===== src/rtl/mem_access_pkg.sv =====
// Shared definitions for the memory-access pipeline stage: FSM encoding and
// the default bus timeout.
package mem_access_pkg;

  typedef enum logic {
    IDLE   = 1'b0,
    ACCESS = 1'b1
  } state_t;

  localparam int DEFAULT_TIMEOUT = 16;

endpackage


===== src/rtl/mem_access_mem_wb_reg.sv =====
// MEM/WB pipeline register: captures a full result on load, or clears the
// write-back enables on bubble while holding the data fields.
module mem_wb_reg (
  input  logic        clk,
  input  logic        reset,
  input  logic        load,
  input  logic        bubble,
  input  logic [31:0] data_in,
  input  logic [31:0] alu_in,
  input  logic [3:0]  rd_in,
  input  logic        w_en_in,
  input  logic        mem_enable_in,
  output logic [31:0] data_out,
  output logic [31:0] alu_out,
  output logic [3:0]  rd_out,
  output logic        w_en_out,
  output logic        mem_enable_out
);

  always_ff @(posedge clk) begin
    if (reset) begin
      data_out       <= '0;
      alu_out        <= '0;
      rd_out         <= '0;
      w_en_out       <= 1'b0;
      mem_enable_out <= 1'b0;
    end else if (load) begin
      data_out       <= data_in;
      alu_out        <= alu_in;
      rd_out         <= rd_in;
      w_en_out       <= w_en_in;
      mem_enable_out <= mem_enable_in;
    end else if (bubble) begin
      w_en_out       <= 1'b0;
      mem_enable_out <= 1'b0;
    end
  end

endmodule


===== src/rtl/mem_access.sv =====
// Memory-access pipeline stage: passes ALU results through, or runs a single
// load/store on the data bus, stalling upstream until ack or timeout.
module mem_access
  import mem_access_pkg::*;
#(
  parameter int TIMEOUT = DEFAULT_TIMEOUT
) (
  input  logic        clk,
  input  logic        reset,
  input  logic        valid_in,
  input  logic [31:0] alu_in,
  input  logic [31:0] store_data,
  input  logic [3:0]  Rd_in,
  input  logic        w_en_in,
  input  logic        mem_read,
  input  logic        mem_write,
  output logic        stall,
  output logic        mem_req,
  output logic        mem_we,
  output logic [31:0] mem_addr,
  output logic [31:0] mem_wdata,
  input  logic        mem_ack,
  input  logic [31:0] mem_rdata,
  output logic [31:0] data_out,
  output logic [31:0] alu_out,
  output logic [3:0]  Rd_out,
  output logic        w_en_out,
  output logic        mem_enable_out,
  output logic        fault,
  output logic        bus_error
);

  localparam int CNT_W = $clog2(TIMEOUT + 1);

  state_t            state, state_next;
  logic [CNT_W-1:0]  count;
  logic [31:0]       addr_q, wdata_q;
  logic [3:0]        rd_q;
  logic              wen_q, is_load_q;

  logic              mem_op, aligned, timed_out;
  logic              latch_en, fault_next, berr_next;
  logic              wb_load, wb_bubble, wb_wen, wb_men;
  logic [31:0]       wb_alu;
  logic [3:0]        wb_rd;

  assign mem_op    = mem_read | mem_write;
  assign aligned   = (alu_in[1:0] == 2'b00);
  assign timed_out = (count == CNT_W'(TIMEOUT - 1));

  always_ff @(posedge clk) begin
    if (reset) state <= IDLE;
    else       state <= state_next;
  end

  always_comb begin
    state_next = state;
    latch_en   = 1'b0;
    fault_next = 1'b0;
    berr_next  = 1'b0;
    wb_load    = 1'b0;
    wb_bubble  = 1'b0;
    wb_alu     = alu_in;
    wb_rd      = Rd_in;
    wb_wen     = w_en_in;
    wb_men     = 1'b0;
    case (state)
      IDLE: begin
        if (!valid_in) begin
          wb_bubble = 1'b1;
        end else if (!mem_op) begin
          wb_load = 1'b1;
        end else if (aligned) begin
          latch_en   = 1'b1;
          wb_bubble  = 1'b1;
          state_next = ACCESS;
        end else begin
          fault_next = 1'b1;
          wb_bubble  = 1'b1;
        end
      end
      ACCESS: begin
        // Ack takes precedence over an expiring timeout on the same cycle.
        if (mem_ack) begin
          wb_load    = 1'b1;
          wb_alu     = addr_q;
          wb_rd      = rd_q;
          wb_wen     = wen_q;
          wb_men     = is_load_q;
          state_next = IDLE;
        end else if (timed_out) begin
          wb_bubble  = 1'b1;
          berr_next  = 1'b1;
          state_next = IDLE;
        end
      end
      default: state_next = IDLE;
    endcase
  end

  always_ff @(posedge clk) begin
    if (reset) begin
      count     <= '0;
      addr_q    <= '0;
      wdata_q   <= '0;
      rd_q      <= '0;
      wen_q     <= 1'b0;
      is_load_q <= 1'b0;
      fault     <= 1'b0;
      bus_error <= 1'b0;
    end else begin
      fault     <= fault_next;
      bus_error <= berr_next;
      if (latch_en) begin
        count     <= '0;
        addr_q    <= alu_in;
        wdata_q   <= store_data;
        rd_q      <= Rd_in;
        wen_q     <= w_en_in;
        is_load_q <= mem_read;
      end else if (state == ACCESS) begin
        count <= count + 1'b1;
      end
    end
  end

  assign stall     = (state == ACCESS);
  assign mem_req   = (state == ACCESS);
  assign mem_we    = (state == ACCESS) && !is_load_q;
  assign mem_addr  = addr_q;
  assign mem_wdata = wdata_q;

  mem_wb_reg u_mem_wb_reg (
    .clk            (clk),
    .reset          (reset),
    .load           (wb_load),
    .bubble         (wb_bubble),
    .data_in        (mem_rdata),
    .alu_in         (wb_alu),
    .rd_in          (wb_rd),
    .w_en_in        (wb_wen),
    .mem_enable_in  (wb_men),
    .data_out       (data_out),
    .alu_out        (alu_out),
    .rd_out         (Rd_out),
    .w_en_out       (w_en_out),
    .mem_enable_out (mem_enable_out)
  );

endmodule


===== config.mk =====
export PLATFORM = sky130hd
export DESIGN_NAME = mem_access
export DESIGN_NICKNAME = d
export VERILOG_FILES = /design/src/rtl/mem_access_pkg.sv /design/src/rtl/mem_access_mem_wb_reg.sv /design/src/rtl/mem_access.sv
export SDC_FILE = /design/constraint.sdc
export NUM_CORES = 1
export LEC_CHECK = 0
export ABC_AREA = 1
export BUFFER_PORTS_ARGS = -buffer_cell sky130_fd_sc_hd__buf_4
export CAP_MARGIN = 5
export CORE_MARGIN = 1
export CORE_UTILIZATION = 28
export CTS_BUF_LIST = sky130_fd_sc_hd__clkbuf_8
export CTS_CLUSTER_SIZE = 8
export DETAILED_ROUTE_END_ITERATION = 16
export GPL_ROUTABILITY_DRIVEN = 0
export SLEW_MARGIN = 0
export SYNTH_ARGS = -nofsm -noshare
export SYNTH_HDL_FRONTEND = slang
export SYNTH_SLANG_ARGS = --single-unit

===== constraint.sdc =====
create_clock -name clk -period 1.3 [get_ports clk]
set_input_delay 0.13 -clock clk [delete_from_list [all_inputs] [get_ports clk]]
set_output_delay 0.13 -clock clk [all_outputs]
set_load 0.05 [all_outputs]

==> results of run 1 <==
-- sequential cells by signal, summed over array words and instances (netlist names) --
| name | flops |
|---|---|
| count | 5 |
| u_mem_wb_reg.mem_enable_out | 1 |
| u_mem_wb_reg.alu_out | 32 |
| mem_addr | 32 |
| u_mem_wb_reg.data_out | 32 |
| mem_wdata | 32 |
| fault | 1 |
| rd_q | 4 |
| is_load_q | 1 |
| bus_error | 1 |
| u_mem_wb_reg.rd_out | 4 |
| wen_q | 1 |
| mem_req | 1 |
| u_mem_wb_reg.w_en_out | 1 |
-- worst max-delay path by stage --
stage          slack (ns)                                     end             startpoint
6_report            -0.08              mem_wdata[31]$_SDFFE_PP0P_     mem_req$_SDFF_PP0_
5_1_grt             -0.17                mem_addr[4]$_SDFFE_PP0P_     mem_req$_SDFF_PP0_
3_5_place_dp        -0.06                   count[4]$_SDFFE_PP0P_  count[1]$_SDFFE_PP0P_
3_3_place_gp        -0.04                   count[4]$_SDFFE_PP0P_  count[1]$_SDFFE_PP0P_
2_1_floorplan      -0.009  u_mem_wb_reg.data_out[11]$_SDFFE_PP0P_     mem_req$_SDFF_PP0_
4_1_cts             -0.09                                  mem_we     mem_req$_SDFF_PP0_
-- per-layer routing --
metal  part of all wire  track usage  up-vias
li1                   -            -     3571
met1               0.42        0.191     3153
met2               0.49        0.291      201
met3              0.068       0.0507       25
met4              0.015       0.0542        0
met5                  0            0        -
-- power by group through the flow --
stage          clock, W  combinational (W)  sequential [W]
2_1_floorplan         0           0.000746         0.00583
3_3_place_gp          0            0.00241         0.00500
3_5_place_dp          0            0.00243         0.00501
4_1_cts         0.00387            0.00272         0.00490
5_1_grt         0.00403            0.00314         0.00493
6_report        0.00369            0.00292         0.00490
-- layout make-up --
cell class                 instances  area share
clock buffer                      19      0.0241
clock inverter                    13      0.0124
inverter                          80      0.0290
multi-input combinational        663       0.288
sequential                       148       0.273
tap                              285      0.0328
timing repair buffer             397       0.340
-- worst max-delay path, cell delays in order, from the launching register on --
cell and delay [ns]:
dfxtp_4 0.37, buf_8 0.14, nor2_8 0.14, nand3_4 0.08, buf_12 0.17, clkbuf_16 0.21, nor2_1 0.11, nor2_1 0.05
-- cells in the mapped netlist, types with 2 or more instances --
master    instances  share of area
buf_6            13          0.023
nand2_4           2         0.0035
nor3_1            3         0.0023
inv_1            79          0.046
xor2_1            2         0.0027
buf_4             2         0.0023
nand3_1           2         0.0015
a21oi_1           5         0.0038
nand2_1         254           0.15
ha_1              2         0.0038
o21ai_1           7         0.0054
buf_1             5         0.0029
dfxtp_1         148           0.46
nor2_1          282           0.16
nand3b_1         68          0.079
buf_2            24          0.018
clkbuf_1         17         0.0098
o21ai_0          30          0.023
-- repair_timing --
item,4_1_cts,5_1_grt
resized for setup,16,94
hold buffers,102,0
setup endpoints to repair,16,147
buffers inserted,4,6
pin swaps,8,13
cloned,2,14
endpoints found under the hold margin,111,0
-- metrics by stage --
step | utilization | hold slack (ns)
after CTS | 0.452 | 0.0240
after floorplan | - | 0.189
after global routing | 0.479 | 0.0446
after detailed placement | 0.382 | 0.341
after global placement | 0.382 | 0.341
final | 0.479 | 0.0633
-- kinds of logic (layout without fill, tap and decap cells) --
family,Yosys count,after routing,share of synthesized area
buf+inv,141,509,0.102
xor+xnor,2,2,0.00270
fa+ha+maj,2,2,0.00385
simple gates,615,616,0.402
compound gates,43,43,0.0335
flops,148,148,0.456
==> impl_results.md, run 1 <==
- Status: finished, violations left
- Failing checks: negative setup slack
- I/O Pins: approximately 250
- Share of post-route cells with drive strength above 1: 0.307
- Cells after synthesis: about 950
- Tot Pwr: 0.0115 W
- Crit path kind: reg2reg
- DR iter-0 viols: 398
- Clock power frac: 0.320
- Post-synth EDFFs: 0
- DRC Markers: 0
- Syn Nets: approximately 1100
- Hold Path Cell Cnt: 3
- Clock slew at reported path FFs: 0.09 ns
- DIE WIDTH: approximately 150 um
- Congestion Overflow GR: 0
- RSZ-0062 raised after global routing: true
- Area of the multi-input gates: approximately 3100 um^2
- CP arrival: between 1.5 and 2 ns
- MaxCap Viol Count: 0
- Final Non-Filler Cells: 1605
- Clk sinks: roughly 150
- Worst VDD drop: between 500 and 600 uV
- Synth unique cells: 24
- Clk_lat worst skew: ~0.45 ns
- Clk_skew: 0.0168 ns
- Final Cell Area: 10900 um^2
- Setup TNS: -6.14 ns
- Vias in the first global route: roughly 6500
- TritonCTS clock tree: built
- YS warnings: 0
- NetSw: ~0.0037 W
- Post-synth ARST share: 0
- CP endpoint kind: flip-flop
- Fin. max-slew vios: 0
- Flip-flop and latch area: 2970 um^2
- Internal power: 0.00777 W
- Seq pwr share: 0.426
- Hold path startpoint: alu_in[1]
- Antenna-violating nets left: 0
- Final wirelength: about 23000 um
- Die Footprint: roughly 24000 um^2
- Root Driver: clkbuf_8
- Initial cell density of the core: 0.286
- Worst Hold End: fault$_SDFF_PP0_
- Clock Path Buffers: 2
- Tot GR Track Use: 0.166
- First-pass GRT wire length: between 30000 and 40000 um
- HP Class: in2reg
- Leakage: approximately 5.6 nW
- Syn_area_per_cell: approximately 7 um^2
- HPWL Detailed: ~12000 um
- Most frequent cells in the layout: buf_4, nand2_1, nor2_1, dfxtp_1, dlygate4sd3_1
- Register area share after synthesis: 0.456
- Min Tclk post-route: between 1 and 1.5 ns
- PortBufs: between 200 and 250
- Drt wl/cell: ~14 um
- Die H: approximately 150 um
- Initial antenna violation count: 0
- Pwr Density: 1060 nW/um^2
- FF+latch count, synth: between 100 and 150
- DRT Pass-1 Iters: 4
- Pre-CTS setup slack: -0.0592 ns
- Crit Path Max Fanout: 26
- H-Tree Depth: 4
- CP startpoint kind: flip-flop
- Final Hold Fails: 0
- Core Area: about 23000 um^2
- Max-Slew Margin vs Limit: 0.780
- Reg2reg end: mem_wdata[31]$_SDFFE_PP0P_
- Ant diodes: 0
- Worst R2R Start: mem_req$_SDFF_PP0_
- Max Fclk: 723 MHz
- Logic gate share of total power: 0.254
- # rows: 55
- Pin count of the biggest net entering global routing: 70
- Period utilization: 1.06
- Post-synth top flop: dfxtp_1
- Placed insts: roughly 1400
- Via density: between 4 and 5
- Most common cell after layout, fill and taps aside: buf_4
- Worst reg2reg path depth: 7
- Worst slew pin tran: around 0.33 ns
- Nets: ~1400
- Final setup fails: between 100 and 150
- Worst Slack Setup Final: -0.0823 ns
- CP Data Required Time: about 1.6 ns
- DP Area: 8690 um^2
- Mapped Area: about 6500 um^2
- Number of buffers created by CTS: 17
- Sw Ratio: 0.326
- # fillers: 2226
- Reg2Reg Setup Slack: -0.08 ns
- DR vias: approximately 7000
- Area grow syn2layout: 67.2%
Power figures use the tool's default switching activity.
==> run 2: changes to the inputs <==
Settings changed: CTS_BUF_LIST sky130_fd_sc_hd__clkbuf_8 to sky130_fd_sc_hd__clkbuf_4 sky130_fd_sc_hd__clkbuf_8, SYNTH_HIERARCHICAL from default to 1.
Clock period 1.3 ns to 1.54 ns, I/O delays scaled along.
==> impl_results.md, run 2 <==
- Worst R2R Start: count[0]$_SDFFE_PP0P_ (was mem_req$_SDFF_PP0_)
- Final Non-Filler Cells: 1472 (was 1605)
- Seq pwr share: 0.456 (was 0.426)
- DIE WIDTH: 153 um (was 154 um)
- Post-synth ARST share: 0 (unchanged)
- MaxCap Viol Count: 0 (unchanged)
- Area leader, netlist: dfxtp_1 (unchanged)
- Worst Slack Setup Final: 0.0926 ns (was -0.0823 ns)
- Tot GR Track Use: 0.172 (was 0.166)
- CP endpoint kind: output port (was flip-flop)
- Pin count of the biggest net entering global routing: 74 (was 70)
- Placed insts: 1342 (was 1446)
- Fin. max-slew vios: 0 (unchanged)
- # rows: 55 (unchanged)
- H-Tree Depth: 4 (unchanged)
- Final Hold Fails: 0 (unchanged)
- Crit path kind: reg2out (was reg2reg)
- TritonCTS clock tree: built (unchanged)
- Worst VDD drop: 536 uV (was 549 uV)
- Register area share after synthesis: 0.462 (was 0.456)
- Via density: 4.42 (was 4.33)
- Leakage: 4.68 nW (was 5.61 nW)
- Pre-CTS setup slack: 0.0176 ns (was -0.0592 ns)
- Post-synth top flop: dfxtp_1 (unchanged)
- Min Tclk post-route: 1.45 ns
- Status: completed (was finished, violations left)
- Worst reg2reg path depth: 9 (was 7)
- PortBufs: 245 (unchanged)
- Number of buffers created by CTS: 17 (unchanged)
- Most frequent cells in the layout: buf_4, nand2_1, dfxtp_1, inv_1, dlygate4sd3_1 (was buf_4, nand2_1, nor2_1, dfxtp_1, dlygate4sd3_1)
- Reg2reg end: u_mem_wb_reg/w_en_out$_SDFFE_PP0P_ (was mem_wdata[31]$_SDFFE_PP0P_)
- Reg2Reg Setup Slack: 0.10 ns (was -0.08 ns)
- Clk sinks: 148 (unchanged)
- First-pass GRT wire length: 32300 um (was 31700 um)
- Die Footprint: 23500 um^2 (was 23800 um^2)
- HPWL Detailed: 12500 um (was 12200 um)
- Clock Path Buffers: 2 (unchanged)
- CP startpoint kind: flip-flop (unchanged)
- Syn_area_per_cell: 7.48 um^2 (was 6.83 um^2)
- Clock slew at reported path FFs: 0.08 ns (was 0.09 ns)
- Synth top area cells: dfxtp_1, nand2_1, inv_1, nand3_1, a21oi_1 (was dfxtp_1, nor2_1, nand2_1, nand3b_1, inv_1)
- Crit Path Max Fanout: 5 (was 26)
- Clk_lat worst skew: 0.45 ns (about the same)
- Vias in the first global route: 6232 (was 6527)
- Pwr Density: 902 nW/um^2 (was 1060 nW/um^2)
- Sw Ratio: 0.321 (was 0.326)
- Final Core Density: 0.437 (was 0.479)
- Initial antenna violation count: 1 (was 0)
- Worst slew pin tran: 0.449 ns (was 0.330 ns)
- Hold Path Cell Cnt: 5 (was 3)
- DR iter-0 viols: 342 (was 398)
- YS warnings: 6 (was 0)
- DRT Pass-1 Iters: 5 (was 4)
- Die H: 153 um (was 154 um)
- Period utilization: 0.940
- NetSw: 0.00286 W (was 0.00375 W)
- Most frequent cells after synthesis: nand2_1, dfxtp_1, inv_1, nand3_1, a21oi_1 (was nor2_1, nand2_1, dfxtp_1, inv_1, nand3b_1)
- Max-Slew Margin vs Limit: 0.701 (was 0.780)
- Most common cell after layout, fill and taps aside: buf_4 (unchanged)
- CP arrival: 1.29 ns (was 1.73 ns)
- Cells after synthesis: 858 (was 951)
- Worst Hold Slack: 0.0391 ns (was 0.0633 ns)
- Worst Hold End: rd_q[2]$_SDFFE_PP0P_ (was fault$_SDFF_PP0_)
- Post-synth EDFFs: 0 (unchanged)
- Root Driver: clkbuf_8 (unchanged)
- Share of post-route cells with drive strength above 1: 0.303 (was 0.307)
- Hold path startpoint: Rd_in[2] (was alu_in[1])
- Yosys top cell area share: 0.462 (was 0.456)
- Final setup fails: 0 (was 138)
- Cell with the most instances after synthesis: nand2_1 (was nor2_1)
- Clk_skew: 0.0149 ns (was 0.0168 ns)
- I/O Pins: 246 (unchanged)
- Mapped Area: 6410 um^2 (was 6500 um^2)
- Core Area: 22600 um^2 (was 22700 um^2)
- CP Data Required Time: 1.39 ns (was 1.64 ns)
- DR vias: 6512 (was 6950)
- DP Area: 8490 um^2 (was 8690 um^2)
- Area grow syn2layout: 53.6% (was 67.2%)
- Final Cell Area: 9850 um^2 (was 10900 um^2)
- Congestion Overflow GR: 0 (unchanged)
- Final wirelength: 20300 um (was 22600 um)
- Syn Nets: 967 (was 1060)
- Synth unique cells: 28 (was 24)
- Initial cell density of the core: 0.284 (was 0.286)
- Clock power frac: 0.335 (was 0.320)
- FF+latch count, synth: 148 (unchanged)
- DRC Markers: 0 (unchanged)
- HP Class: in2reg (unchanged)
- Drt wl/cell: 13.8 um (was 14.1 um)
- Logic gate share of total power: 0.209 (was 0.254)
- Max Fclk: around 690 MHz
- Nets: 1282 (was 1416)
- Internal power: 0.00604 W (was 0.00777 W)
- Antenna-violating nets left: 0 (unchanged)
==> run 2: metal layers <==
| metal | vias up | share of wire | GRT usage |
|---|---|---|---|
| met2 | 197 | 0.47 | 0.289 |
| met1 | 2966 | 0.44 | 0.206 |
| li1 | 3324 | - | - |
| met5 | - | 0 | 0 |
| met3 | 25 | 0.067 | 0.0544 |
| met4 | 0 | 0.021 | 0.0586 |
==> run 2: cell type report <==
type                            instances  area, um^2
Clock buffer                           17         234
Clock inverter                         15         144
Sequential cell                       148        2970
Timing Repair Buffer                  358        3030
Tap cell                              285         357
Multi-Input combinational cell        534        2680
Antenna cell                            1        2.50
Fill cell                            2250       12700
Inverter                              114         438
==> run 2: cells by family (layout without fill, tap and decap cells) <==
kind of cell	after synthesis	count (layout)	synth area share
compound gates	83	83	0.0706
xor+xnor	3	3	0.00410
fa+ha+maj	2	2	0.00390
buf+inv	176	504	0.123
flops	148	148	0.462
mux	29	29	0.0568
other cells	0	1	0
simple gates	417	417	0.280
==> run 2: power by group through the flow <==
| stage | logic, W | registers [W] | clock network [W] |
|---|---|---|---|
| global route | 0.00200 | 0.00408 | 0.00327 |
| finish | 0.00186 | 0.00406 | 0.00298 |
| detailed placement | 0.00166 | 0.00414 | 0 |
| floorplan | 0.000567 | 0.00462 | 0 |
| CTS | 0.00186 | 0.00406 | 0.00313 |
| global placement | 0.00165 | 0.00414 | 0 |
==> run 2: critical path: stages, from the launching register on <==
cell and delay (ns):
dfxtp_4 0.36, buf_4 0.15, buf_4 0.15, buf_4 0.18
==> run 2: per-stage QoR <==
step | total power, W | TNS, ns
after floorplan | 0.00519 | -1.70
after global placement | 0.00579 | 0
after detailed placement | 0.00580 | 0
after CTS | 0.00904 | 0
after global routing | 0.00934 | -0.00716
final | 0.00889 | 0
==> run 2: repair_timing <==
item                                    in CTS  in global routing
endpoints found under the setup margin       1                 60
endpoints found under the hold margin       95                  0
hold buffers                                94                  0
gates resized for setup                      1                  6
setup buffers                                2                  1
pin swaps                                    0                  2
==> run 2: how the worst max path moves through the flow <==
stage	startpoint	to	cells after the start
2_1_floorplan	mem_req$_SDFF_PP0_	u_mem_wb_reg/data_out[18]$_SDFFE_PP0P_	11
3_3_place_gp	mem_req$_SDFF_PP0_	u_mem_wb_reg/rd_out[3]$_SDFFE_PP0P_	6
3_5_place_dp	mem_req$_SDFF_PP0_	u_mem_wb_reg/data_out[10]$_SDFFE_PP0P_	6
4_1_cts	mem_req$_SDFF_PP0_	mem_we	4
5_1_grt	count[0]$_SDFFE_PP0P_	u_mem_wb_reg/w_en_out$_SDFFE_PP0P_	9
6_report	mem_req$_SDFF_PP0_	stall	3
==> run 3: changes to the inputs <==
Settings changed: CORE_MARGIN 1 to default, HOLD_SLACK_MARGIN from default to 0.06.
==> impl_results.md, run 3 (synthesis gave the netlist of run 2 again) <==
- MaxCap Viol Count: 0 (unchanged)
- Die H: 153 um (unchanged)
- Congestion Overflow GR: 0 (unchanged)
- Clk_lat worst skew: 0.45 ns (about the same)
- HP Class: in2reg (unchanged)
- Critical path, cell by cell: buf_4 > buf_4 > buf_4 (unchanged)
- Clock Path Buffers: 2 (unchanged)
- CP delay by family, top: buffers and inverters (unchanged)
- Via density: 4.44 (was 4.42)
- Crit-path max cell delay: 0.37 ns (was 0.36 ns)
- Initial cell density of the core: 0.284 (unchanged)
- CP arrival: 1.29 ns (about the same)
- I/O Pins: 246 (unchanged)
- Worst slew pin tran: 0.447 ns (was 0.449 ns)
- Min Tclk post-route: 1.45 ns (about the same)
- Crit path kind: reg2out (unchanged)
- Core Area: 22600 um^2 (unchanged)
- Pwr Density: 897 nW/um^2 (was 902 nW/um^2)
- DRC Markers: 0 (unchanged)
- Crit Path Max Fanout: 5 (unchanged)
- Max-Slew Margin vs Limit: 0.702 (was 0.701)
- Status: completed (unchanged)
- Nets: 1290 (was 1282)
- Worst R2R Start: count[0]$_SDFFE_PP0P_ (unchanged)
- CP Buf/Inv Count: 3 (unchanged)
- CP Data Required Time: 1.39 ns (about the same)
- Root Driver: clkbuf_8 (unchanged)
- DR iter-0 viols: 362 (was 342)
- Placed insts: 1342 (unchanged)
- Final Core Density: 0.440 (was 0.437)
- Fin. max-slew vios: 0 (unchanged)
- Clk sinks: 148 (unchanged)
- CP Launch Point: mem_req$_SDFF_PP0_ (unchanged)
- Area grow syn2layout: 54.9% (was 53.6%)
- Final Non-Filler Cells: 1480 (was 1472)
- Antenna-violating nets left: 0 (unchanged)
- TritonCTS clock tree: built (unchanged)
- DR vias: 6565 (was 6512)
- Most common cell after layout, fill and taps aside: buf_4 (unchanged)
- Die Footprint: 23500 um^2 (unchanged)
- Max Fclk: 692 MHz (was 691 MHz)
- # rows: 55 (unchanged)
- Initial antenna violation count: 1 (unchanged)
- Final setup fails: 0 (unchanged)
- DIE WIDTH: 153 um (unchanged)
- Hold path startpoint: alu_in[1] (was Rd_in[2])
- Share of post-route cells with drive strength above 1: 0.301 (was 0.303)
- HPWL Detailed: 12500 um (unchanged)
- Clk_skew: 0.0144 ns (was 0.0149 ns)
- Vias in the first global route: 6253 (was 6232)
- First-pass GRT wire length: 32500 um (was 32300 um)
- H-Tree Depth: 4 (unchanged)
- Tot GR Track Use: 0.173 (was 0.172)
- Leakage: 4.71 nW (was 4.68 nW)
- PortBufs: 245 (unchanged)
- Final Hold Fails: 0 (unchanged)
- CP startpoint kind: flip-flop (unchanged)
- Most frequent cells in the layout: buf_4, nand2_1, dfxtp_1, inv_1, dlygate4sd3_1 (unchanged)
- DRT Pass-1 Iters: 4 (was 5)
- Period utilization: 0.939 (was 0.940)
- Drt wl/cell: 13.8 um (about the same)
- Clock slew at reported path FFs: 0.09 ns (was 0.08 ns)
- Pin count of the biggest net entering global routing: 74 (unchanged)
- Critical path's slowest cell: dfxtp_4 (unchanged)
- Final wirelength: 20500 um (was 20300 um)
- Crit path top cell by count: buf_4 (unchanged)
- Number of buffers created by CTS: 17 (unchanged)
- Worst VDD drop: 536 uV (about the same)
- CP endpoint kind: output port (unchanged)
==> run 3: through the flow <==
stage          worst slack, ns  power (W)  TNS [ns]  hold slack [ns]  cell area (um^2)
2_1_floorplan          -0.0865    0.00519     -1.70            0.213              6420
3_3_place_gp            0.0510    0.00579         0            0.368              8490
3_5_place_dp            0.0176    0.00580         0            0.372              8490
4_1_cts                 0.0155    0.00906         0           0.0968              9910
5_1_grt               -0.00716    0.00936  -0.00716            0.138              9930
6_report                0.0947    0.00891         0            0.140              9930
==> run 3: worst paths after layout <==
kind | depth (start not counted) | slack, ns | endpoint
worst min-delay path | 5 | 0.14 | u_mem_wb_reg/alu_out[1]$_SDFFE_PP0P_
worst max register to register | 9 | 0.10 | u_mem_wb_reg/w_en_out$_SDFFE_PP0P_
worst min register to register | 2 | 0.45 | mem_addr[0]$_SDFFE_PP0P_
worst max-delay path | 3 | 0.09 | stall
==> run 3: layout make-up <==
class	count	area (um^2)
diodes	1	2.50
clock buffers	17	234
clock inverters	15	144
fillers	2243	12600
inverters	114	438
multi-input cells	534	2680
flip-flops and latches	148	2970
well taps	285	357
repair buffers	366	3110
==> run 3: repair_timing <==
action                                 CTS  global route
pin swaps                                0             2
gates resized for setup                  1             6
setup endpoints to repair                1            60
endpoints found under the hold margin  103             0
hold buffers                           102             0
buffers inserted                         2             1
==> run 3: power by group <==
| part | internal [W] | switching, W | leakage (nW) | total [W] |
|---|---|---|---|---|
| sequential | 0.00397 | 0.0000846 | 1.20 | 0.00406 |
| combinational | 0.000762 | 0.00111 | 3.32 | 0.00188 |
| clock | 0.00132 | 0.00166 | 0.186 | 0.00298 |
==> run 3: layer usage <==
| metal | global-route usage | vias up | wire, um |
|---|---|---|---|
| li1 | - | 3337 | - |
| met5 | 0 | - | 0 |
| met1 | 0.208 | 3004 | 9150 |
| met3 | 0.0527 | 23 | 1310 |
| met4 | 0.0552 | 0 | 390 |
| met2 | 0.291 | 201 | 9630 |
==> run 3: worst min-delay path: cells and delay by family <==
family                 cells  cell delay (ns)
AOI/OAI and AO/OA          2             0.13
buffers and inverters      1             0.12
and+or+nand+nor            2             0.14
